**src/rtl/pwm_feedback_ctrl.sv**
```systemverilog
// pwm_feedback_ctrl
// PWM generator for the converter control path. A phase accumulator produces
// ticks that advance a CNT_W-bit ramp; pwm compares the ramp with duty. In
// closed loop a filtered comparator input steps duty through a hysteresis
// error counter; in open loop duty follows duty_set. Duty only changes at
// the period boundary, so every PWM period is glitch free.
//
// Run-state FSM:
//   state  | meaning
//   S_IDLE | enable low; datapath held cleared, en=0
//   S_ARM  | enable high, waiting for the first accumulator tick
//   S_RUN  | running; en=1 and pwm may assert
module pwm_feedback_ctrl #(
  parameter int CNT_W     = 6,
  parameter int ACC_W     = 17,
  parameter int DUTY_INIT = 30,
  parameter int DUTY_MIN  = 0,
  parameter int DUTY_MAX  = 63,
  parameter int FILT_LEN  = 4
) (
  input  logic             clock,
  input  logic             reset,
  input  logic             enable,
  input  logic             mode,
  input  logic [CNT_W-1:0] duty_set,
  input  logic [15:0]      clock_step,
  input  logic [15:0]      fb_interval,
  input  logic             fb,
  output logic             pwm,
  output logic             en,
  output logic [CNT_W-1:0] duty,
  output logic             period_tick,
  output logic             sat
);

  localparam logic [CNT_W-1:0] RAMP_MAX = '1;
  localparam logic [CNT_W-1:0] D_INIT   = CNT_W'(DUTY_INIT);
  localparam logic [CNT_W-1:0] D_MIN    = CNT_W'(DUTY_MIN);
  localparam logic [CNT_W-1:0] D_MAX    = CNT_W'(DUTY_MAX);
  localparam int               FC_W     = (FILT_LEN > 2) ? $clog2(FILT_LEN) : 1;
  localparam logic [FC_W-1:0]  FILT_LAST = FC_W'(FILT_LEN - 1);

  typedef enum logic [1:0] {
    S_IDLE = 2'd0,
    S_ARM  = 2'd1,
    S_RUN  = 2'd2
  } run_state_t;

  run_state_t state, state_n;
  logic       run_n;

  logic [ACC_W-1:0]   acc;
  logic [ACC_W:0]     acc_sum;
  logic               tick;
  logic [CNT_W-1:0]   ramp;

  logic               fb_s1, fb_s2, fb_f;
  logic [FC_W-1:0]    filt_cnt;

  logic signed [17:0] err, err_n, thr, neg_thr;
  logic               duty_update;
  logic [CNT_W-1:0]   duty_set_cl;
  logic               duty_set_clamped;

  assign acc_sum = {1'b0, acc} + {{(ACC_W + 1 - 16){1'b0}}, clock_step};
  assign en      = (state == S_RUN);

  // Run-state register
  always_ff @(posedge clock or posedge reset) begin
    if (reset) state <= S_IDLE;
    else       state <= state_n;
  end

  // Run-state transitions; run_n is the next-cycle "running" qualifier for pwm
  always_comb begin
    state_n = state;
    run_n   = 1'b0;
    case (state)
      S_IDLE:  if (enable) state_n = S_ARM;
      S_ARM: begin
        if (!enable)   state_n = S_IDLE;
        else if (tick) state_n = S_RUN;
      end
      S_RUN:   if (!enable) state_n = S_IDLE;
      default: state_n = S_IDLE;
    endcase
    run_n = (state_n == S_RUN);
  end

  // Phase accumulator; the registered carry is the ramp tick
  always_ff @(posedge clock or posedge reset) begin
    if (reset) begin
      acc  <= '0;
      tick <= 1'b0;
    end else if (!enable) begin
      acc  <= '0;
      tick <= 1'b0;
    end else begin
      acc  <= acc_sum[ACC_W-1:0];
      tick <= acc_sum[ACC_W];
    end
  end

  // Ramp counter and wrap strobe (strobe coincides with ramp becoming 0)
  always_ff @(posedge clock or posedge reset) begin
    if (reset) begin
      ramp        <= '0;
      period_tick <= 1'b0;
    end else if (!enable) begin
      ramp        <= '0;
      period_tick <= 1'b0;
    end else begin
      period_tick <= tick && (ramp == RAMP_MAX);
      if (tick) ramp <= ramp + CNT_W'(1);
    end
  end

  // Registered PWM compare, gated until the first tick after enable
  always_ff @(posedge clock or posedge reset) begin
    if (reset) pwm <= 1'b0;
    else       pwm <= run_n && (ramp < duty);
  end

  // Two-flop synchroniser for the asynchronous comparator input
  always_ff @(posedge clock or posedge reset) begin
    if (reset) begin
      fb_s1 <= 1'b0;
      fb_s2 <= 1'b0;
    end else begin
      fb_s1 <= fb;
      fb_s2 <= fb_s1;
    end
  end

  // Debounce: fb_f follows fb_s2 only after FILT_LEN consecutive differing samples
  always_ff @(posedge clock or posedge reset) begin
    if (reset) begin
      fb_f     <= 1'b0;
      filt_cnt <= '0;
    end else if (fb_s2 == fb_f) begin
      filt_cnt <= '0;
    end else if (filt_cnt == FILT_LAST) begin
      fb_f     <= fb_s2;
      filt_cnt <= '0;
    end else begin
      filt_cnt <= filt_cnt + FC_W'(1);
    end
  end

  // Error step, thresholds and open-loop clamp
  always_comb begin
    err_n            = fb_f ? (err - 18'sd1) : (err + 18'sd1);
    thr              = $signed({2'b00, fb_interval});
    neg_thr          = -thr;
    duty_update      = period_tick && enable;
    duty_set_cl      = duty_set;
    duty_set_clamped = 1'b0;
    if (int'(duty_set) < DUTY_MIN) begin
      duty_set_cl      = D_MIN;
      duty_set_clamped = 1'b1;
    end else if (int'(duty_set) > DUTY_MAX) begin
      duty_set_cl      = D_MAX;
      duty_set_clamped = 1'b1;
    end
  end

  // Duty, error counter and saturation flag; only move at an enabled period wrap
  always_ff @(posedge clock or posedge reset) begin
    if (reset) begin
      duty <= D_INIT;
      err  <= '0;
      sat  <= 1'b0;
    end else if (!enable) begin
      err  <= '0;
    end else if (duty_update) begin
      if (mode) begin
        duty <= duty_set_cl;
        err  <= '0;
        sat  <= duty_set_clamped;
      end else if (err_n <= neg_thr) begin
        err <= '0;
        if (int'(duty) <= DUTY_MIN) begin
          sat <= 1'b1;
        end else begin
          duty <= duty - CNT_W'(1);
          sat  <= 1'b0;
        end
      end else if (err_n >= thr) begin
        err <= '0;
        if (int'(duty) >= DUTY_MAX) begin
          sat <= 1'b1;
        end else begin
          duty <= duty + CNT_W'(1);
          sat  <= 1'b0;
        end
      end else begin
        err <= err_n;
        sat <= 1'b0;
      end
    end
  end

endmodule
```
**config.mk**
```make
export PLATFORM = sky130hd
export DESIGN_NAME = pwm_feedback_ctrl
export DESIGN_NICKNAME = d
export VERILOG_FILES = /design/src/rtl/pwm_feedback_ctrl.sv
export SDC_FILE = /design/constraint.sdc
export NUM_CORES = 1
export LEC_CHECK = 0
export ABC_CLOCK_PERIOD_IN_PS = 9150
export CAP_MARGIN = 20
export CORE_MARGIN = 2
export CORE_UTILIZATION = 50
export DETAILED_ROUTE_END_ITERATION = 10
export DONT_BUFFER_PORTS = 1
export RECOVER_POWER = 25
export SLEW_MARGIN = 15
export SYNTH_ARGS = -nofsm -noshare
export SYNTH_HDL_FRONTEND = slang
export SYNTH_SLANG_ARGS = --single-unit
```
**constraint.sdc**
```tcl
create_clock -name clock -period 9.15 [get_ports clock]
set_input_delay 1.83 -clock clock [delete_from_list [all_inputs] [get_ports clock]]
set_output_delay 1.83 -clock clock [all_outputs]
set_load 0.005 [all_outputs]
```
### Yosys cells after proc, flatten, opt, wreduce, memory -nomap -nowiden

Cells that the tools add are included.

| word-level totals | value |
|---|---|
| register bits after elaboration | 58 |
| input bits | 43 |
| output and inout bits | 10 |
| logic and storage cells | 73 |

| cells by class | value |
|---|---|
| $add $sub $neg | 8 |
| magnitude comparators | 5 |
| equality and inequality tests | 10 |
| multiplexer cells | 28 |
| bitwise gates (word level) | 1 |
| reductions and logical operators | 8 |

Operator list:

| kind | count |
|---|---|
| $mux 18 | 6 |
| $mux 6 | 7 |
| $add 17x16->18 | 1 |
| $add 18x2->18 const B | 1 |
| $ge 18x17->1 | 1 |
| $le 18x18->1 | 1 |
| $neg 16->18 | 1 |
| $sub 18x2->18 const B | 1 |
| $mux 17 | 1 |
| $add 6x1->6 const B | 2 |
| $mux 2 | 6 |
| $mux 1 | 7 |
| $eq 2x2->1 const B | 3 |
| $eq 6x6->1 const B | 1 |
| $ge 6x6->1 const B | 1 |
| $le 6x1->1 const B | 1 |
| $lt 6x6->1 | 1 |
| $ne 3x3->1 const B | 2 |
| $pmux 2 s3 | 1 |
| $sub 6x1->6 const B | 1 |
| $reduce_and 5->1 | 1 |
| $ne 2x1->1 const B | 2 |
| $reduce_and 2->1 | 2 |
| $logic_and 1x1->1 | 3 |
| other kinds (6) | 6 |

### Depth between registers and ports, before layout

Gate-level depths: netlist of the first run.

| depth | value |
|---|---|
| word-level depth | 8 |
| gate-level depth with buffers | 24 |
| mapped depth without buffers | 24 |

### Worst setup path before layout of the first run

Ideal clock, no wire load.

| path | value |
|---|---|
| kind | input to register |
| from | in fb_interval[2] |
| to | reg duty[5] |
| library setup time | 0.124 ns |
| arrival | 5.419 ns |
| required time | 9.026 ns |
| path slack | 3.607 ns |
| cell stages on the path | 21 |
| buffers on the path | 0 |
| cells stage by stage | nor4_1 nand2_1 nor2_1 nand2_1 nor4_1 xnor2_1 ha_1 nand4_1 nor4_1 o31a_1 o31a_1 inv_1 ha_1 a21o_1 a21oi_1 o21bai_1 a21oi_1 xnor2_1 nand2_1 mux2_2 a2bb2oi_1 |

| between the ends | value |
|---|---|
| word-level cells in the longest chain between the ends | 4 |
| elaborated cells between the ends (all ways) | 9 |
| those cells by class | add/sub (1); order compare (2); eq/ne (2); mux (2); reduce/logical (2) |

Ends and longest elaborated chain:

| what | line | text |
|---|---|---|
| start: declaration | 27 | `input logic [15:0] fb_interval,` |
| $neg 16->18 | 154 | `neg_thr = -thr;` |
| $le 18x18->1 | 180 | `end else if (err_n <= neg_thr) begin` |
| $ne 3x3->1 (no source line) (tied with other cells) | - |  |
| $reduce_and 5->1 (no source line) / $mux 6 (equally long branches) | - |  |
| end signal: assignment | 177 | `duty <= duty_set_cl;` |
| end signal: assignment | 185 | `duty <= duty - CNT_W'(1);` |
| end signal: assignment | 193 | `duty <= duty + CNT_W'(1);` |
| end: declaration | 31 | `output logic [CNT_W-1:0] duty,` |

Parallel ways exist; a longest one is shown, timed or not.
A chain may end at the register's enable or synchronous reset.

### Final worst setup path of the first run

| path | value |
|---|---|
| from | reg fb_f |
| to | reg duty[5] |

| between the ends | value |
|---|---|
| word-level cells in the longest chain between the ends | 4 |
| elaborated cells between the ends (all ways) | 9 |
| those cells by class | order compare (2); eq/ne (2); mux (3); reduce/logical (2) |

Ends and longest elaborated chain:

| what | line | text |
|---|---|---|
| start: declaration | 57 | `logic fb_s1, fb_s2, fb_f;` |
| start signal: assignment | 143 | `fb_f <= fb_s2;` |
| $mux 18 (*) | 152 | `err_n = fb_f ? (err - 18'sd1) : (err + 18'sd1);` |
| $le 18x18->1 / $ge 18x17->1 (equally long branches) | 180, 188 |  |
| $ne 3x3->1 (no source line) (tied with other cells) | - |  |
| $reduce_and 5->1 (no source line) / $mux 6 (equally long branches) | - |  |

Every way passes the cells marked *; elsewhere a longest branch is shown, timed or not.

==> metrics, run 1 <==
mapped cell area=0.00506 sq mm; layout cells sized above 1=5.19%; Fin Setup TNS=0 ns; Fill cells=950; crit path kind=reg -> reg; crit-path max FO=19; sequential share of the synthesized area=28.8%; Final Cycle Share=67.2%; first-pass GRT wire length=18.8 mm; drt wl/cell=15.2 microns; DRT Pass-1 Iters=6; clock-pin slew on the worst setup and hold paths=0.07 ns; Synth Flop Type=dfrtp_1; unique cell type count in the Yosys netlist=54; number of buffers and inverters on the critical path=1; clock skew=0.00770 ns; max-cap violation count=1; Peak Freq=163 MHz; Slew @ Worst Pin=2.48 ns; clk buf depth=2; row count=36; Min Hold Slack=0.353 ns; Worst setup EP type=flop; Mapped Cells=570; postcts setup bufs=0; Power Density=207 mW/mm^2; Seq pwr share=28.7%; Root Driver=clkbuf_8; Arr. time, crit path=6.38 ns; top-count cell post-synth=ha_1; DRC=0; final wirelength=10.8 mm; top cell type by total area after synthesis=dfrtp_1; I/O Pins=53; antenna violations before repair=0; Startpoint Class=flop; clock latency on the worst-skew pair=0.34 ns; first-iteration detailed-routing DRC count=155; crit-path max cell delay=0.84 ns; Net count, final=696; CTS resizes=0; status=finished, violations left; chip height=105 microns; Pint=0.000648 W; initial core utilization=51.5%; vias=4086; top-area cell type share of the netlist area=26.7%; Synth top cells by count=ha_1, nor2_1, dfrtp_1; HP Class=reg -> reg; failing checks=capacitance limit, slew limit; gp weighted congestion=0.863; Crit-path slowest cell=dfrtp_1; Core Region=0.00982 sq mm; largest delay contributor family on the critical path=compound AO/OA/AOI/OAI gates; Post-CTS Hold Fix Bufs=0; Sink Count=58; Yosys Warn Count=0; unrepaired setup endpoints after global routing=false; top cells by area, synth=dfrtp_1, ha_1, xnor2_1, nor2_1, a21oi_1; Final HPWL DP=8.38 mm; max-slew violations=47; TritonCTS clock tree=built; number of flops mapped to enable cells by yosys=0; relative slew slack=-65.5%; H-tree depth=3; # diodes=0; switching fraction of total power=41.7%; Final Hold Vio Count=0; pin count of the biggest net entering global routing=47; combinational group share of total power=52.0%; Mean Syn Cell Area=8.88 sq um; Tmin final=6.15 ns; antenna viol nets, final=0; via density per instance=5.75; worst vdd ir=0.106 mV; DIE AREA=0.0109 sq mm; number of buffers added on ports=0; endpoints failing setup=0; Clock Power Share=19.3%; worst path cell trace=ha_1 -> a211oi_1 -> o21ai_0 -> a221oi_1 -> a22oi_1 -> a211o_1 -> a21oi_1 -> xnor2_1 -> ha_1 -> nand4_1 -> nor4_1 -> o31a_1 -> o31a_1 -> inv_1 -> ha_1 -> a21o_1 -> a21oi_1 -> o21bai_1 -> a21oi_1 -> xnor2_1 -> nand2_1 -> mux2_2 -> a2bb2oi_1; share of flip-flops with an asynchronous set or reset=100%; syn nets=693; Final Power=0.00111 W; net switching power of the design=0.000463 W; vias in the first global route=3953; P&R area growth vs syn=6.16%; CP Data Required Time=9.37 ns; GRT overflow=0; LEAKAGE=2.58 nW; Total GRT Usage=20.8%; flops & latches, synth=58; TritonCTS Buffers=9; die width=105 microns
==> area by class of cell <==
cell class / instances / area (sq um) / share of cell area, %
tap: 133 / 166 / 3.10
inverter: 39 / 146 / 2.72
sequential: 58 / 1460 / 27.1
multi-input combinational: 463 / 3410 / 63.5
clock buffer: 10 / 138 / 2.56
timing repair buffer: 2 / 11.3 / 0.210
clock inverter: 6 / 41.3 / 0.769
==> power by group through the flow <==
stage / registers (W) / clock network, W / logic [W]
floorplan: 0.000316 / 0 / 0.000470
global placement: 0.000323 / 0 / 0.000561
detailed placement: 0.000325 / 0 / 0.000575
CTS: 0.000320 / 0.000222 / 0.000579
global route: 0.000324 / 0.000234 / 0.000662
finish: 0.000319 / 0.000214 / 0.000579
==> layout by cell type, fill, tap and decap left out, drive strengths merged, types with 5 or more instances in the layout <==
cell type and count:
o211ai 6, nor4 7, nor2b 8, nand4 10, a22o 17, clkbuf 11, and2 7, a21o 16
nand2 31, or3 5, and3 5, o21ai 24, a31oi 6, dfrtp 54, nand2b 7, xor2 11
a211oi 7, nand3 12, inv 40, o21a 8, ha 77, a21oi 37, nor3 20, xnor2 37
nor2 57
==> state kept, by name, indices dropped and copies added (netlist names) <==
name	cells
err	18
acc	17
duty	6
ramp	6
filt_cnt	2
state	2
fb_f	1
fb_s1	1
fb_s2	1
period_tick	1
pwm	1
sat	1
tick	1
==> path summary, 6_finish.rpt <==
check / endpoint / slack, ns / start / cells after the start
max in group asynchronous: sat / 5.03 / reset / 2
setup / recovery: duty[5] / 3.00 / fb_f / 23
min in group asynchronous: acc[0] / 1.41 / reset / 1
hold reg to reg: fb_s2 / 0.35 / fb_s1 / 0
hold / removal: fb_s2 / 0.35 / fb_s1 / 0
setup reg to reg: duty[5] / 3.00 / fb_f / 23
==> cells by family after synthesis <==
group / after synthesis / synth area share, %
AND/OR/NAND/NOR: 184 / 18.3
AO/OA/AOI/OAI: 145 / 19.3
adder cells (fa/ha/maj): 80 / 20.2
flip-flops: 58 / 28.8
buffers and inverters: 49 / 3.78
XOR/XNOR: 48 / 8.31
multiplexers: 6 / 1.24
==> routing by layer <==
layer / up-vias / track usage [%] / wire length [microns]
li1: 2089 / - / -
met2: 80 / 32.5 / 4820
met4: 0 / 5.43 / 155
met1: 1901 / 28.8 / 5320
met3: 16 / 5.18 / 503
met5: - / 0 / 0
==> through the flow <==
| stage | worst slack (ns) | cells | instance area [sq um] | util [%] |
|---|---|---|---|---|
| after floorplan | 3.61 | 570 | 5060 | - |
| after global placement | 3.12 | 695 | 5200 | 52.9 |
| after detailed placement | 2.94 | 695 | 5200 | 52.9 |
| after CTS | 3.01 | 711 | 5380 | 54.8 |
| after global routing | 2.40 | 711 | 5370 | 54.7 |
| final | 3.00 | 711 | 5370 | 54.7 |
Power figures use the tool's default switching activity.
==> inputs of run 2 (changes only) <==
--- a/config.mk
+++ b/config.mk
@@ -5,12 +5,13 @@
 export SDC_FILE = /design/constraint.sdc
 export NUM_CORES = 1
 export LEC_CHECK = 0
-export ABC_CLOCK_PERIOD_IN_PS = 9150
+export ABC_CLOCK_PERIOD_IN_PS = 5300
 export CAP_MARGIN = 20
 export CORE_MARGIN = 2
 export CORE_UTILIZATION = 50
 export DETAILED_ROUTE_END_ITERATION = 10
 export DONT_BUFFER_PORTS = 1
+export PLACE_DENSITY = 0.68
 export RECOVER_POWER = 25
 export SLEW_MARGIN = 15
 export SYNTH_ARGS = -nofsm -noshare
==> constraint.sdc (replaced) <==
create_clock -name clock -period 5.3 [get_ports clock]
set_input_delay 1.06 -clock clock [delete_from_list [all_inputs] [get_ports clock]]
set_output_delay 1.06 -clock clock [all_outputs]
set_load 0.005 [all_outputs]
==> run 2 against run 1 <==
Net effect: the flow still finishes with violations (capacitance limit, slew limit); register-to-register slack got worse by 2.7 ns; cell area grew 5.0%; clock skew is 0.0016 ns higher; critical path type unchanged; combinational power grew 99%; utilization increased by 2.7 points; count of clock-buffer cells in the layout up 1; die area unchanged.
==> metrics, run 2 (same netlist as run 1, synthesis figures left out) <==
status=finished, violations left; failing checks=capacitance limit, slew limit; Final Hold Vio Count=0 (unchanged); Worst setup EP type=flop; Peak Freq=199 MHz (+22%); crit-path max FO=15 (-4); DRT Pass-1 Iters=6 (unchanged); Power Density=369 mW/mm^2 (+78%); initial core utilization=51.5% (unchanged); first-iteration detailed-routing DRC count=174 (+12%); crit path kind=reg -> reg; gp weighted congestion=0.942 (+9.1%); Placed Area=0.00534 sq mm (+2.7%); Net count, final=716 (+2.9%); commonest non-fill, non-tap cell in the layout=ha_1; DIE AREA=0.0109 sq mm (unchanged); clock-pin slew on the worst setup and hold paths=0.07 ns (about the same); final wirelength=11.3 mm (+5.1%); TritonCTS clock tree=built; most frequent cells in the layout=ha_1, nor2_1, dfrtp_1; vias in the first global route=4155 (+5.1%); HP Class=reg -> reg; largest registers=err: 18 flops, acc: 17 flops; Final Cycle Share=94.9% (+28 points); placed insts=712 (+2.4%); pin count of the biggest net entering global routing=59 (+26%); Core Region=0.00982 sq mm (unchanged); Tmin final=5.03 ns (-1.12 ns); endpoints failing setup=0 (unchanged); number of buffers added on ports=0 (unchanged); max-slew violations=59 (+26%); antenna viol nets, final=0 (unchanged); max-cap violation count=1 (unchanged); Final Core Density=57.5% (+2.7 points); # diodes=0 (unchanged); Sink Count=58 (unchanged); CP Data Required Time=5.52 ns (-3.85 ns); Total GRT Usage=21.2% (+0.45 points); DRC=0 (unchanged); via density per instance=5.76 (+0.24%); H-tree depth=3 (unchanged); chip height=105 microns (unchanged); die width=105 microns (unchanged); layout cells sized above 1=11.2% (+6.0 points); non-filler instance count after layout=731 (+2.8%); antenna violations before repair=0 (unchanged); Arr. time, crit path=5.24 ns (-1.14 ns); GRT overflow=0 (unchanged); post-route worst setup slack=0.272 ns (-2.73 ns); Startpoint Class=flop; most flop-heavy register=err; Root Driver=clkbuf_8; row count=36 (unchanged); Place WS=-0.169 ns (-3.11 ns); drt wl/cell=15.5 microns (+2.2%); Final Instance Area=0.00564 sq mm (+5.0%); worst vdd ir=0.209 mV (+97%); Slew @ Worst Pin=3.09 ns (+0.609 ns); clk buf depth=2 (unchanged); P&R area growth vs syn=11.5%; hold depth=0 (unchanged); multi-input logic area=0.00351 sq mm (+2.9%); Final HPWL DP=8.91 mm (+6.3%); TritonCTS Buffers=9 (unchanged); Fill cells=936 (-1.5%); clock skew=0.00930 ns (+0.00160 ns); vias=4211 (+3.1%); clock latency on the worst-skew pair=0.33 ns (about the same); Seq. cell area=0.00146 sq mm (about the same); first-pass GRT wire length=19.2 mm (+2.1%); max FFs per register=18 (unchanged); relative slew slack=-106% (-41 points); worst reg2reg path depth=25 (+8.7%); LEAKAGE=2.69 nW (+4.1%); Fin Setup TNS=0 ns (unchanged); I/O Pins=53 (unchanged); Post-CTS Hold Fix Bufs=0 (unchanged)
==> run 2: what timing repair did <==
item | in CTS | in global routing
setup endpoints to repair | 1 | 1
buffers inserted | 0 | 3
pin swaps | 1 | 11
gates resized for setup | 2 | 22
==> run 2: layout make-up <==
cell class	count	share of cell area [%]
multi-input cells	463	62.2
clock inverters	5	0.976
flip-flops and latches	58	25.8
clock buffers	11	2.33
inverters	39	2.59
repair buffers	22	3.08
well taps	133	2.95
==> run 2: final timing paths <==
kind	startpoint	end	slack, ns
worst min-delay path	fb_s1	fb_s2	0.35
worst max register to register	fb_f	duty[5]	0.27
worst max-delay path	fb_f	duty[5]	0.27
worst min register to register	fb_s1	fb_s2	0.35
max in group asynchronous	reset	fb_f	1.52
min in group asynchronous	reset	acc[6]	1.79
==> run 2: where the power goes <==
part / internal [W] / switching [W]
Clock: 0.000216 / 0.000177
Combinational: 0.000520 / 0.000632
Sequential: 0.000506 / 0.0000308
Total: 0.00124 / 0.000840
==> run 2: per-stage QoR <==
stage,hold slack (ns),power (W)
floorplan,0.331,0.00136
global placement,0.335,0.00161
detailed placement,0.340,0.00165
CTS,0.356,0.00206
global route,0.360,0.00227
finish,0.354,0.00208
==> run 2: metal layers <==
metal  GRT usage (%)  wire [microns]
met2            36.0            5470
met3            4.62             409
met4            6.38             212
met1            27.1            5250
met5               0               0
==> run 2: critical path, cell delays in order, from the launching register on <==
cell,delay (ns)
dfrtp_2,0.44
buf_12,0.17
ha_4,0.25
a21o_1,0.18
or4_1,0.40
o22a_2,0.23
a21oi_2,0.15
buf_4,0.12
o211ai_1,0.09
a21oi_1,0.19
xnor2_1,0.12
ha_1,0.29
nand4_1,0.14
nor4_2,0.22
o31a_1,0.19
o31a_1,0.19
inv_1,0.10
ha_1,0.28
a21o_1,0.19
a21oi_2,0.14
o21bai_1,0.09
a21oi_2,0.13
xnor2_1,0.14
nand2_1,0.07
mux2_2,0.26
a2bb2oi_1,0.14
